[src/rtl/biquad_ctrl.sv]
// Coefficient shadow/live bank manager and reset sequencer for the sigma-delta biquad.
// Optional watchdog enabled by defining BIQUAD_CTRL_WATCHDOG_EN (adds the wd_trip port).
module biquad_ctrl #(
  parameter int unsigned RESET_CYCLES = 4,
  parameter int unsigned WD_LIMIT     = 1024,
  parameter int unsigned WD_WIDTH     = 16
) (
  input  logic        filter_clock,
  input  logic        reset,
  input  logic        wr_valid,
  output logic        wr_ready,
  input  logic [3:0]  wr_addr,
  input  logic [31:0] wr_data,
  output logic        addr_err,
  input  logic        commit_req,
  output logic        commit_ack,
  output logic        busy,
  input  logic        filt_mainOut,
  output logic        filt_reset,
  output logic [31:0] ffGain1,
  output logic [31:0] ffGain2,
  output logic [31:0] ffGain3,
  output logic [31:0] ffGain4,
  output logic [31:0] ffGain5,
  output logic [31:0] fbGain1,
  output logic [31:0] fbGain2,
  output logic [31:0] fbGain3,
  output logic [31:0] fbGain4,
  output logic [31:0] delay1_ivalue,
  output logic [31:0] delay2_ivalue,
  output logic [31:0] delay3_ivalue,
  output logic [31:0] delay4_ivalue,
  output logic [31:0] sdDelay_ivalue
`ifdef BIQUAD_CTRL_WATCHDOG_EN
  ,
  output logic        wd_trip
`endif
);

  if (RESET_CYCLES < 1 || RESET_CYCLES > 255) begin : g_bad_reset_cycles
    $error("biquad_ctrl: RESET_CYCLES must be in 1..255");
  end
  if (WD_LIMIT < 2 || WD_LIMIT >= (64'd1 << WD_WIDTH)) begin : g_bad_wd_limit
    $error("biquad_ctrl: WD_LIMIT must be >= 2 and < 2**WD_WIDTH");
  end

  typedef enum logic [1:0] {
    S_IDLE,
    S_APPLY,
    S_HOLD,
    S_RUN
  } state_t;

  state_t      state, state_nxt;
  logic [7:0]  hold_cnt;
  logic        pending;
  logic        from_commit;
  logic        wr_accept;
  logic        wd_hit;
  logic [31:0] shadow [0:13];
  logic [31:0] live   [0:13];

  assign wr_ready  = (state != S_APPLY);
  assign busy      = (state == S_APPLY) || (state == S_HOLD);
  assign wr_accept = wr_valid && wr_ready;

  always_comb begin
    state_nxt = state;
    case (state)
      S_IDLE:  if (commit_req) state_nxt = S_APPLY;
      S_APPLY: state_nxt = S_HOLD;
      S_HOLD:  if (hold_cnt == '0) state_nxt = S_RUN;
      S_RUN: begin
        // Commit wins over a coincident watchdog trip.
        if (commit_req || pending) state_nxt = S_APPLY;
        else if (wd_hit)           state_nxt = S_HOLD;
      end
      default: state_nxt = S_IDLE;
    endcase
  end

  always_ff @(posedge filter_clock or negedge reset) begin
    if (!reset) begin
      state       <= S_IDLE;
      hold_cnt    <= '0;
      pending     <= 1'b0;
      from_commit <= 1'b0;
      commit_ack  <= 1'b0;
      addr_err    <= 1'b0;
      filt_reset  <= 1'b1;
      for (int unsigned i = 0; i < 14; i++) begin
        shadow[i] <= '0;
        live[i]   <= '0;
      end
    end else begin
      state <= state_nxt;

      if (state_nxt == S_HOLD && state != S_HOLD)
        hold_cnt <= 8'(RESET_CYCLES - 1);
      else if (state == S_HOLD && hold_cnt != '0)
        hold_cnt <= hold_cnt - 8'd1;

      if (state == S_RUN)
        pending <= 1'b0;
      else if ((state == S_APPLY || state == S_HOLD) && commit_req)
        pending <= 1'b1;

      // Only HOLD periods that follow an APPLY end with an acknowledge.
      if (state == S_APPLY)
        from_commit <= 1'b1;
      else if (state == S_RUN && state_nxt == S_HOLD)
        from_commit <= 1'b0;

      commit_ack <= (state == S_HOLD) && (state_nxt == S_RUN) && from_commit;
      filt_reset <= (state_nxt != S_RUN);
      addr_err   <= wr_accept && (wr_addr > 4'd13);

      if (wr_accept && wr_addr <= 4'd13)
        shadow[wr_addr] <= wr_data;

      if (state == S_APPLY)
        for (int unsigned i = 0; i < 14; i++)
          live[i] <= shadow[i];
    end
  end

`ifdef BIQUAD_CTRL_WATCHDOG_EN
  logic [WD_WIDTH-1:0] wd_cnt;
  logic                main_q;
  logic                main_chg;

  assign main_chg = (filt_mainOut != main_q);
  assign wd_hit   = (state == S_RUN) && !main_chg && (wd_cnt == WD_WIDTH'(WD_LIMIT - 1));

  always_ff @(posedge filter_clock or negedge reset) begin
    if (!reset) begin
      wd_cnt  <= '0;
      main_q  <= 1'b0;
      wd_trip <= 1'b0;
    end else begin
      main_q <= filt_mainOut;
      if (state != S_RUN || main_chg || wd_hit)
        wd_cnt <= '0;
      else
        wd_cnt <= wd_cnt + 1'b1;

      if (state == S_APPLY)
        wd_trip <= 1'b0;
      else if (state == S_RUN && state_nxt == S_HOLD)
        wd_trip <= 1'b1;
    end
  end
`else
  logic unused_mainout;
  assign unused_mainout = filt_mainOut;
  assign wd_hit         = 1'b0;
`endif

  assign ffGain1        = live[0];
  assign ffGain2        = live[1];
  assign ffGain3        = live[2];
  assign ffGain4        = live[3];
  assign ffGain5        = live[4];
  assign fbGain1        = live[5];
  assign fbGain2        = live[6];
  assign fbGain3        = live[7];
  assign fbGain4        = live[8];
  assign delay1_ivalue  = live[9];
  assign delay2_ivalue  = live[10];
  assign delay3_ivalue  = live[11];
  assign delay4_ivalue  = live[12];
  assign sdDelay_ivalue = live[13];

endmodule
[config.mk]
export PLATFORM = sky130hd
export DESIGN_NAME = biquad_ctrl
export DESIGN_NICKNAME = d
export VERILOG_FILES = /design/src/rtl/biquad_ctrl.sv
export SDC_FILE = /design/constraint.sdc
export NUM_CORES = 1
export LEC_CHECK = 0
export BUFFER_PORTS_ARGS = -buffer_cell sky130_fd_sc_hd__buf_4
export CAP_MARGIN = 20
export CORE_UTILIZATION = 53
export CTS_BUF_LIST = sky130_fd_sc_hd__clkbuf_16
export DETAILED_ROUTE_END_ITERATION = 6
export GPL_ROUTABILITY_DRIVEN = 0
export MAX_ROUTING_LAYER = met4
export PLACE_DENSITY = 0.75
export SLEW_MARGIN = 15
export SYNTH_ARGS = -nofsm -noshare
export SYNTH_HDL_FRONTEND = slang
export SYNTH_SLANG_ARGS = --single-unit
[constraint.sdc]
create_clock -name filter_clock -period 2.95 [get_ports filter_clock]
set_input_delay 0.295 -clock filter_clock [delete_from_list [all_inputs] [get_ports filter_clock]]
set_output_delay 0.295 -clock filter_clock [all_outputs]
set_load 0.01 [all_outputs]
==> metrics.cfg, run 1 <==
[outcome]
status=complete, no violations

[worst_setup_path]
crit_cells=5
cp_top_family=buffers and inverters
path_buf_inv=4
end_kind=primary output
critPathRequiredTime_ns=2.65
critPathMaxFanout=48
worstSetupEndpoint=wr_ready
r2r-end=shadow[381]
crit_arrival_ns=2.53
start_kind=flip-flop
crit_start=state[1]
crit_chain=inv_1 > ha_4 > buf_4 > inv_1 > buf_4
ff2ff_path_depth=6
r2r_start=state[1]
r2r_setup_slack_ns=0.40
crit_slowest_cell=buf_4
slowest_delay_ns=0.57
setup.worst_path.class=reg -> out

[logic_synthesis]
post-synth-top-count-cell=dfrtp_1
netlist_area_mm2=0.03405
synth_commonest_cells=dfrtp_1, mux2_2, mux2_1
syn-instance-count=2020
synthTopCellsByArea=dfrtp_1, mux2_2, mux2_1
ys_types=37
syn-num-nets=2067
synth_seq_area_share=0.6696
async_reset_ff_frac=1.000
dominantRegCellSynth=dfrtp_1
synth_edf_count=0
synth_warnings=0
yosysTopAreaCell=dfrtp_1
synth_top_area_share=0.6688
synth_area_per_cell_um2=16.86
synth-seq-cells=911

[grt]
grt_max_degree=149
grt_pass1_vias=20620
overflow=0
grt_use_total=0.2673
grt_pass1_wl_mm=128.6
antenna_found_initial=6

[clock_tree]
clock_sinks=911
clk_path_buf_depth=3
root_buffer=clkbuf_16
ctsHoldBuffers=2
h-tree-depth=3
tritoncts=built
clk_latency_ns=0.63
post_cts_buffers=0
cts.repair.resized=0
cts_buffers=91
clk_pin_slew_ns=0.06

[layout]
drive_above_1_share=0.4515
fillers=4387
area_growth_pct=22.30
layout.nets=2572

[routing]
avgViaCountPerCell=5.470
totalWireLength_mm=83.23
vias=18860
drtAntennaViolNets=0
routedWlPerCell_um=24.15
drtPass1Iterations=4
drc=0
initialDrtViolationCount=889

[timing]
rsz0062_at_grt=no
tns_ns=0
finalCritPeriodShare=0.9562
setup_slack_ns=0.1294
worst_pin_slew_ns=1.022
finalHoldViolCount=0
slew_violations=0
relSlewSlack=0.3189
clock-skew-final_ns=0.01375
min_period_ns=2.821
max_freq_ghz=0.3545
finalSetupViolations=0

[pwr]
p_leak_nw=19.92
ir_drop_uv=661.8
power.density_mw_per_mm2=1143

[run]
drv_cap=0

[worst_hold_path]
hold_path_class=in -> reg

[floorplanning]
coreArea_mm2=0.06331
die_area_mm2=0.06526
initial_core_util=0.5378
ioPinCount=494
num_rows=92
die_h_um=255.5
die_w_um=255.5

[place]
hpwl_mm=54.72
dp_slack_ns=0.4092
port_buffers=492

[placed cells by master (no fill, tap or decap), types with 2 or more instances in the layout]
cell,count
clkbuf_16,93
buf_4,520
dfrtp_1,910
clkinv_8,2
o21ai_0,3
inv_1,28
and2_1,2
and3_2,3
dlygate4sd3_1,2
inv_6,3
mux2_1,408
mux2i_1,2
or3_1,2
o21a_1,2
nor2_1,6
nand2_1,4
nor2b_1,6
clkinvlp_4,2
nand2_2,10
buf_12,18
diode_2,5
ha_1,5
clkinv_2,18
or4_1,2
mux2_2,489
clkinv_1,21
a21oi_1,6
o31ai_1,2
a211oi_1,3
bufinv_16,4
[through the flow]
step	power, mW	cells	cell area (µm²)	hold slack (ns)	util
2_1_floorplan	29.29	2020	34050	-0.0005911	-
3_3_place_gp	36.22	3276	38840	0.3262	0.6135
3_5_place_dp	37.10	3276	38840	0.3453	0.6135
4_1_cts	47.99	3442	41630	0.03443	0.6575
5_1_grt	50.02	3446	41640	0.04690	0.6577
6_report	47.59	3447	41640	0.05502	0.6577
[worst min-delay path by stage]
stage | from | end | slack (ns) | depth (start not counted)
after floorplan | reset | addr_err | -0.0006 | 0
after global placement | reset | delay3_ivalue[24] | 0.33 | 1
after detailed placement | reset | delay3_ivalue[24] | 0.35 | 1
after CTS | wr_addr[1] | addr_err | 0.03 | 2
after global routing | wr_addr[1] | addr_err | 0.05 | 2
final | wr_addr[1] | addr_err | 0.06 | 2
[cell families (layout without fill, tap and decap cells)]
family,Yosys count,count (layout),synth area share
and+or+nand+nor,47,47,0.008525
buffers and inverters,136,712,0.01808
DFF,911,911,0.6696
other,0,5,0
muxes,899,899,0.2972
adders and majority gates,6,6,0.002205
AOI/OAI and AO/OA,21,21,0.004373
[area by class of cell]
| class | count | area (µm²) | area share |
|---|---|---|---|
| clock buffers | 93 | 2327 | 0.05589 |
| diodes | 5 | 12.51 | 0.0003005 |
| flip-flops and latches | 911 | 22800 | 0.5475 |
| well taps | 846 | 1059 | 0.02542 |
| multi-input cells | 973 | 10680 | 0.2564 |
| repair buffers | 541 | 4299 | 0.1032 |
| clock inverters | 71 | 441.7 | 0.01061 |
| inverters | 7 | 26.28 | 0.0006310 |
[worst register-to-register path, cell delays in order, from the launching register on]
cell and delay, ns:
dfrtp_1 0.41, inv_1 0.11, ha_4 0.23, nor4b_2 0.54
nand2_2 0.46, buf_12 0.34, mux2_1 0.34
[sequential cells by signal, summed over array words and instances, names as in the netlist, 8 cells and up]
signal,cells
fbGain2,32
fbGain3,32
fbGain1,32
ffGain3,32
delay2_ivalue,32
ffGain5,32
ffGain2,32
delay4_ivalue,32
delay1_ivalue,32
shadow,448
sdDelay_ivalue,32
ffGain1,32
hold_cnt,8
delay3_ivalue,32
fbGain4,32
ffGain4,32
[where the power goes]
part	internal, mW	leakage [nW]	switching (mW)
clock	6.05	1.45	4.68
combinational	8.89	7.14	6.76
sequential	18.1	11.3	3.11
total	33.0	19.9	14.5
[layer usage]
metal / routed length [µm] / vias up / GRT usage
met5: 0 / - / -
met4: 2579 / 0 / 0.09448
met3: 5474 / 135 / 0.07063
met2: 41220 / 519 / 0.4300
met1: 33960 / 10060 / 0.3269
li1: - / 8140 / -
Power figures use the tool's default switching activity.
==> run 2: changes to the inputs <==
Settings changed: CELL_PAD_IN_SITES_DETAIL_PLACEMENT from default to 0, CELL_PAD_IN_SITES_GLOBAL_PLACEMENT from default to 1, CORE_UTILIZATION 53 to 48, PLACE_DENSITY 0.75 to 0.9.
==> run 2 against run 1 <==
Compared with the run above:
- clock power grew 9%
- first-iteration DRC count grew 7.3%
- critical path depth is the same
- register-to-register slack gained 0.20 ns
- setup slack gained 0.15 ns
- worst hold slack gained 0.0066 ns
- sequential power is essentially flat
- critical path type unchanged
- largest power group unchanged
==> metrics.cfg, run 2 (synthesized netlist as in run 1, its figures left out) <==
[clock_tree]
clk_latency_ns=0.64
tritoncts=built
clk_pin_slew_ns=0.06
cts_buffers=93
root_buffer=clkbuf_16
clock_sinks=911
post_cts_buffers=0
clk_path_buf_depth=3
h-tree-depth=3

[layout]
largest_reg_flops=448
final_cells=3542
layout_common_cells=dfrtp_1, buf_4, mux2_2
area_growth_pct=23.44
final_common_cell=dfrtp_1
drive_above_1_share=0.4537
top_register=shadow
layout.nets=2569

[pwr]
switchingPower_mw=14.85
ir_drop_uv=686.3
pwr-share-clk=0.240
switching_share=0.3055
pwr-share-seq=0.440
p_int_mw=33.75
combPwrFrac=0.320
p_leak_nw=20.02
power.density_mw_per_mm2=1156

[routing]
initialDrtViolationCount=954
drc=0
vias=18880
drtPass1Iterations=4
drtAntennaViolNets=0
routedWlPerCell_um=23.83
avgViaCountPerCell=5.330
totalWireLength_mm=84.41

[grt]
grt_max_degree=136
grt_use_total=0.2452
overflow=0
antenna_found_initial=2
grt_pass1_vias=20830
grt_pass1_wl_mm=128.5

[worst_setup_path]
cpMostUsedCell=inv_1
critPathRequiredTime_ns=2.65
r2r_setup_slack_ns=0.60
r2r_start=state[0]
r2r-end=hold_cnt[5]
crit_arrival_ns=2.38
slowest_delay_ns=0.44
crit_slowest_cell=dfrtp_1
end_kind=primary output
path_buf_inv=4
worstSetupEndpoint=wr_ready
crit_start=state[1]
setup.worst_path.class=reg -> out
cp_top_family=buffers and inverters
crit_cells=5
ff2ff_path_depth=5
crit_chain=inv_1 > ha_4 > buf_12 > inv_1 > buf_4
critPathMaxFanout=100
start_kind=flip-flop

[place]
dp_cells=3364
port_buffers=492
hpwl_mm=55.79
dp_slack_ns=0.6139

[floorplanning]
ioPinCount=494
die_h_um=268.3
coreArea_mm2=0.07015
initial_core_util=0.4854
die_w_um=268.3
die_area_mm2=0.07200
num_rows=97

[worst_hold_path]
hp-start=wr_data[29]
hold_path_class=in -> reg

[timing]
finalCritPeriodShare=0.9054
finalSetupViolations=0
tns_ns=0
min_period_ns=2.671
relSlewSlack=0.4084
finalHoldViolCount=0
rsz0062_at_grt=no
clock-skew-final_ns=0.01730
slew_violations=0
max_freq_ghz=0.3744
worst_pin_slew_ns=0.8874
setup_slack_ns=0.2791

[outcome]
status=complete, no violations

[run]
drv_cap=0

[run 2: cell count changes in the layout (fill, tap and decap cells not counted), moves of 2 or more]
cell / delta
buf_4: -8
inv_1: -7
bufinv_16: +6
clkinvlp_4: +4
diode_2: -4
clkinv_2: +3
buf_12: +2
clkbuf_16: +2
clkinv_1: +2
inv_16: +2
inv_6: -2
[run 2: power by group through the flow]
stage | sequential, mW | clock [mW] | combinational (mW)
after floorplan | 21.7 | 0 | 7.54
after global placement | 21.1 | 0 | 15.1
after detailed placement | 21.5 | 0 | 15.7
after CTS | 21.4 | 11.9 | 15.8
after global routing | 22.0 | 12.4 | 16.8
final | 21.4 | 11.7 | 15.6
[run 2: worst min-delay path by stage]
| stage | end | slack (ns) | depth (start not counted) |
|---|---|---|---|
| 4_1_cts | shadow[7] | 0.02 | 2 |
| 3_5_place_dp | sdDelay_ivalue[24] | 0.32 | 1 |
| 6_report | shadow[93] | 0.06 | 2 |
| 5_1_grt | shadow[93] | 0.04 | 2 |
| 2_1_floorplan | addr_err | -0.0006 | 0 |
| 3_3_place_gp | shadow[24] | 0.31 | 1 |
[run 2: final cells by class]
class	count	area (µm²)
Fill cell	5149	28120
Sequential cell	911	22800
Multi-Input combinational cell	973	10680
Timing Repair Buffer	536	4289
Clock buffer	95	2377
Tap cell	940	1176
Clock inverter	79	684.4
Inverter	7	26.28
Antenna cell	1	2.502
[run 2: worst register-to-register path: stages, from the launching register on]
cell	delay, ns
dfrtp_1	0.47
inv_1	0.12
ha_1	0.32
or4b_4	0.54
a2111oi_2	0.42
mux2_1	0.36
[run 2: per-stage QoR]
step	power (mW)	cell area, µm²	hold WS [ns]	utilization
floorplan	29.29	34050	-0.0005911	-
finish	48.60	42030	0.06159	0.5992
global route	51.12	42030	0.04101	0.5991
CTS	49.06	42030	0.01981	0.5991
detailed placement	37.16	38940	0.3232	0.5550
global placement	36.20	38940	0.3144	0.5550
[run 2: what timing repair did]
item | 4_1_cts | 5_1_grt
resized for setup | 0 | 0
hold buffers | 3 | 0
hold endpoints to repair | 39 | 0
[run 2: per-layer routing]
| metal | share of wire | global-route usage |
|---|---|---|
| met5 | 0 | - |
| met4 | 0.029 | 0.08354 |
| met3 | 0.066 | 0.06460 |
| met2 | 0.50 | 0.4013 |
| met1 | 0.40 | 0.2946 |
==> run 3: changes to the inputs <==
Settings changed: CORE_MARGIN from default to 5.
==> run 3 against run 2 <==
Compared with the run above:
- critical endpoint unchanged
- die area is 6.1% higher
- critical path type unchanged
- non-clock buffer count is 7 higher
- highest routed layer unchanged
- utilization rose by 0.29 points
- worst hold slack worse by 0.029 ns
==> metrics.cfg, run 3 (synthesized netlist as in run 1, its figures left out) <==
[outcome]
status=complete, no violations

[layout]
area_growth_pct=24.03
final_common_cell=dfrtp_1
drive_above_1_share=0.4556
final_area_mm2=0.04223
layout_common_cells=dfrtp_1, buf_4, mux2_2
multi_input_area_mm2=0.01068
top_register=shadow
layout.nets=2575
final_core_util=0.6020
final_cells=3544
regArea_mm2=0.02280
largest_reg_flops=448
fillers=5189

[routing]
vias=18760
drtAntennaViolNets=0
initialDrtViolationCount=960
drtPass1Iterations=4
avgViaCountPerCell=5.294
routedWlPerCell_um=24.10
drc=0
totalWireLength_mm=85.42

[worst_setup_path]
start_kind=flip-flop
r2r_setup_slack_ns=0.59
path_buf_inv=4
crit_chain=inv_1 > ha_4 > buf_4 > inv_1 > buf_4
critPathRequiredTime_ns=2.65
r2r-end=delay2_ivalue[9]
end_kind=primary output
r2r_start=state[1]
slowest_delay_ns=0.50
crit_arrival_ns=2.43
crit_slowest_cell=buf_4
cp_top_family=buffers and inverters
critPathMaxFanout=39
setup.worst_path.class=reg -> out
ff2ff_path_depth=4

[clock_tree]
root_buffer=clkbuf_16
cts_buffers=92
ctsHoldBuffers=3
clk_latency_ns=0.65
clock_sinks=911
post_cts_buffers=0
h-tree-depth=3
clk_path_buf_depth=3
cts.repair.resized=0
tritoncts=built
clk_pin_slew_ns=0.07

[floorplanning]
die_w_um=276.3
die_area_mm2=0.07636
die_h_um=276.3
coreArea_mm2=0.07015
ioPinCount=494
initial_core_util=0.4854
num_rows=97

[place]
dp_cells=3371
dp_slack_ns=0.6271
placed_cell_area_mm2=0.03898
hpwl_mm=56.90
port_buffers=492

[timing]
worst_pin_slew_ns=1.119
max_freq_ghz=0.3675
hold_ws_ns=0.03223
finalHoldViolCount=0
clock-skew-final_ns=0.02792
relSlewSlack=0.2541
tns_ns=0
rsz0062_at_grt=no
slew_violations=0
setup_slack_ns=0.2290
finalSetupViolations=0
finalCritPeriodShare=0.9224
min_period_ns=2.721

[worst_hold_path]
hp-start=wr_data[1]
min_to=shadow[193]
min_path_cells=2
hold_path_class=in -> reg

[grt]
overflow=0
grt_use_total=0.2294
grt_pass1_wl_mm=132.8
grt_pass1_vias=20930
antenna_found_initial=3
grt_max_degree=173

[pwr]
ir_drop_uv=862.0
p_leak_nw=20.10
power.density_mw_per_mm2=1165
p_total_mw=49.19

[run]
drv_cap=0

[run 3: layer usage]
| layer | global-route usage | vias to the layer above | share of wire |
|---|---|---|---|
| li1 | - | 8140 | - |
| met1 | 0.2773 | 10070 | 0.40 |
| met2 | 0.3862 | 434 | 0.51 |
| met3 | 0.06387 | 116 | 0.066 |
| met4 | 0.05711 | 0 | 0.021 |
| met5 | - | - | 0 |
[run 3: final cells by class]
cell class	instances	share of cell area
diodes	1	0.00005926
clock buffers	92	0.05452
clock inverters	77	0.02175
inverters	7	0.0006222
multi-input cells	973	0.2528
flip-flops and latches	911	0.5398
well taps	940	0.02785
repair buffers	543	0.1025
[run 3: worst max path at each step]
stage | startpoint | end | slack, ns | depth (start not counted)
final | state[1] | wr_ready | 0.23 | 5
after global placement | state[1] | delay4_ivalue[6] | 0.69 | 4
after floorplan | state[0] | hold_cnt[5] | 0.90 | 5
after detailed placement | state[0] | hold_cnt[5] | 0.63 | 5
after global routing | state[1] | wr_ready | 0.08 | 5
after CTS | state[1] | wr_ready | 0.16 | 5
[run 3: where the power goes]
part           switching [mW]  internal [mW]  total [mW]  leakage, nW
registers                3.22           18.1        21.3         11.3
logic                    6.74           8.91        15.6         7.15
clock network            4.90           7.31        12.2         1.61
total                    14.9           34.3        49.2         20.1
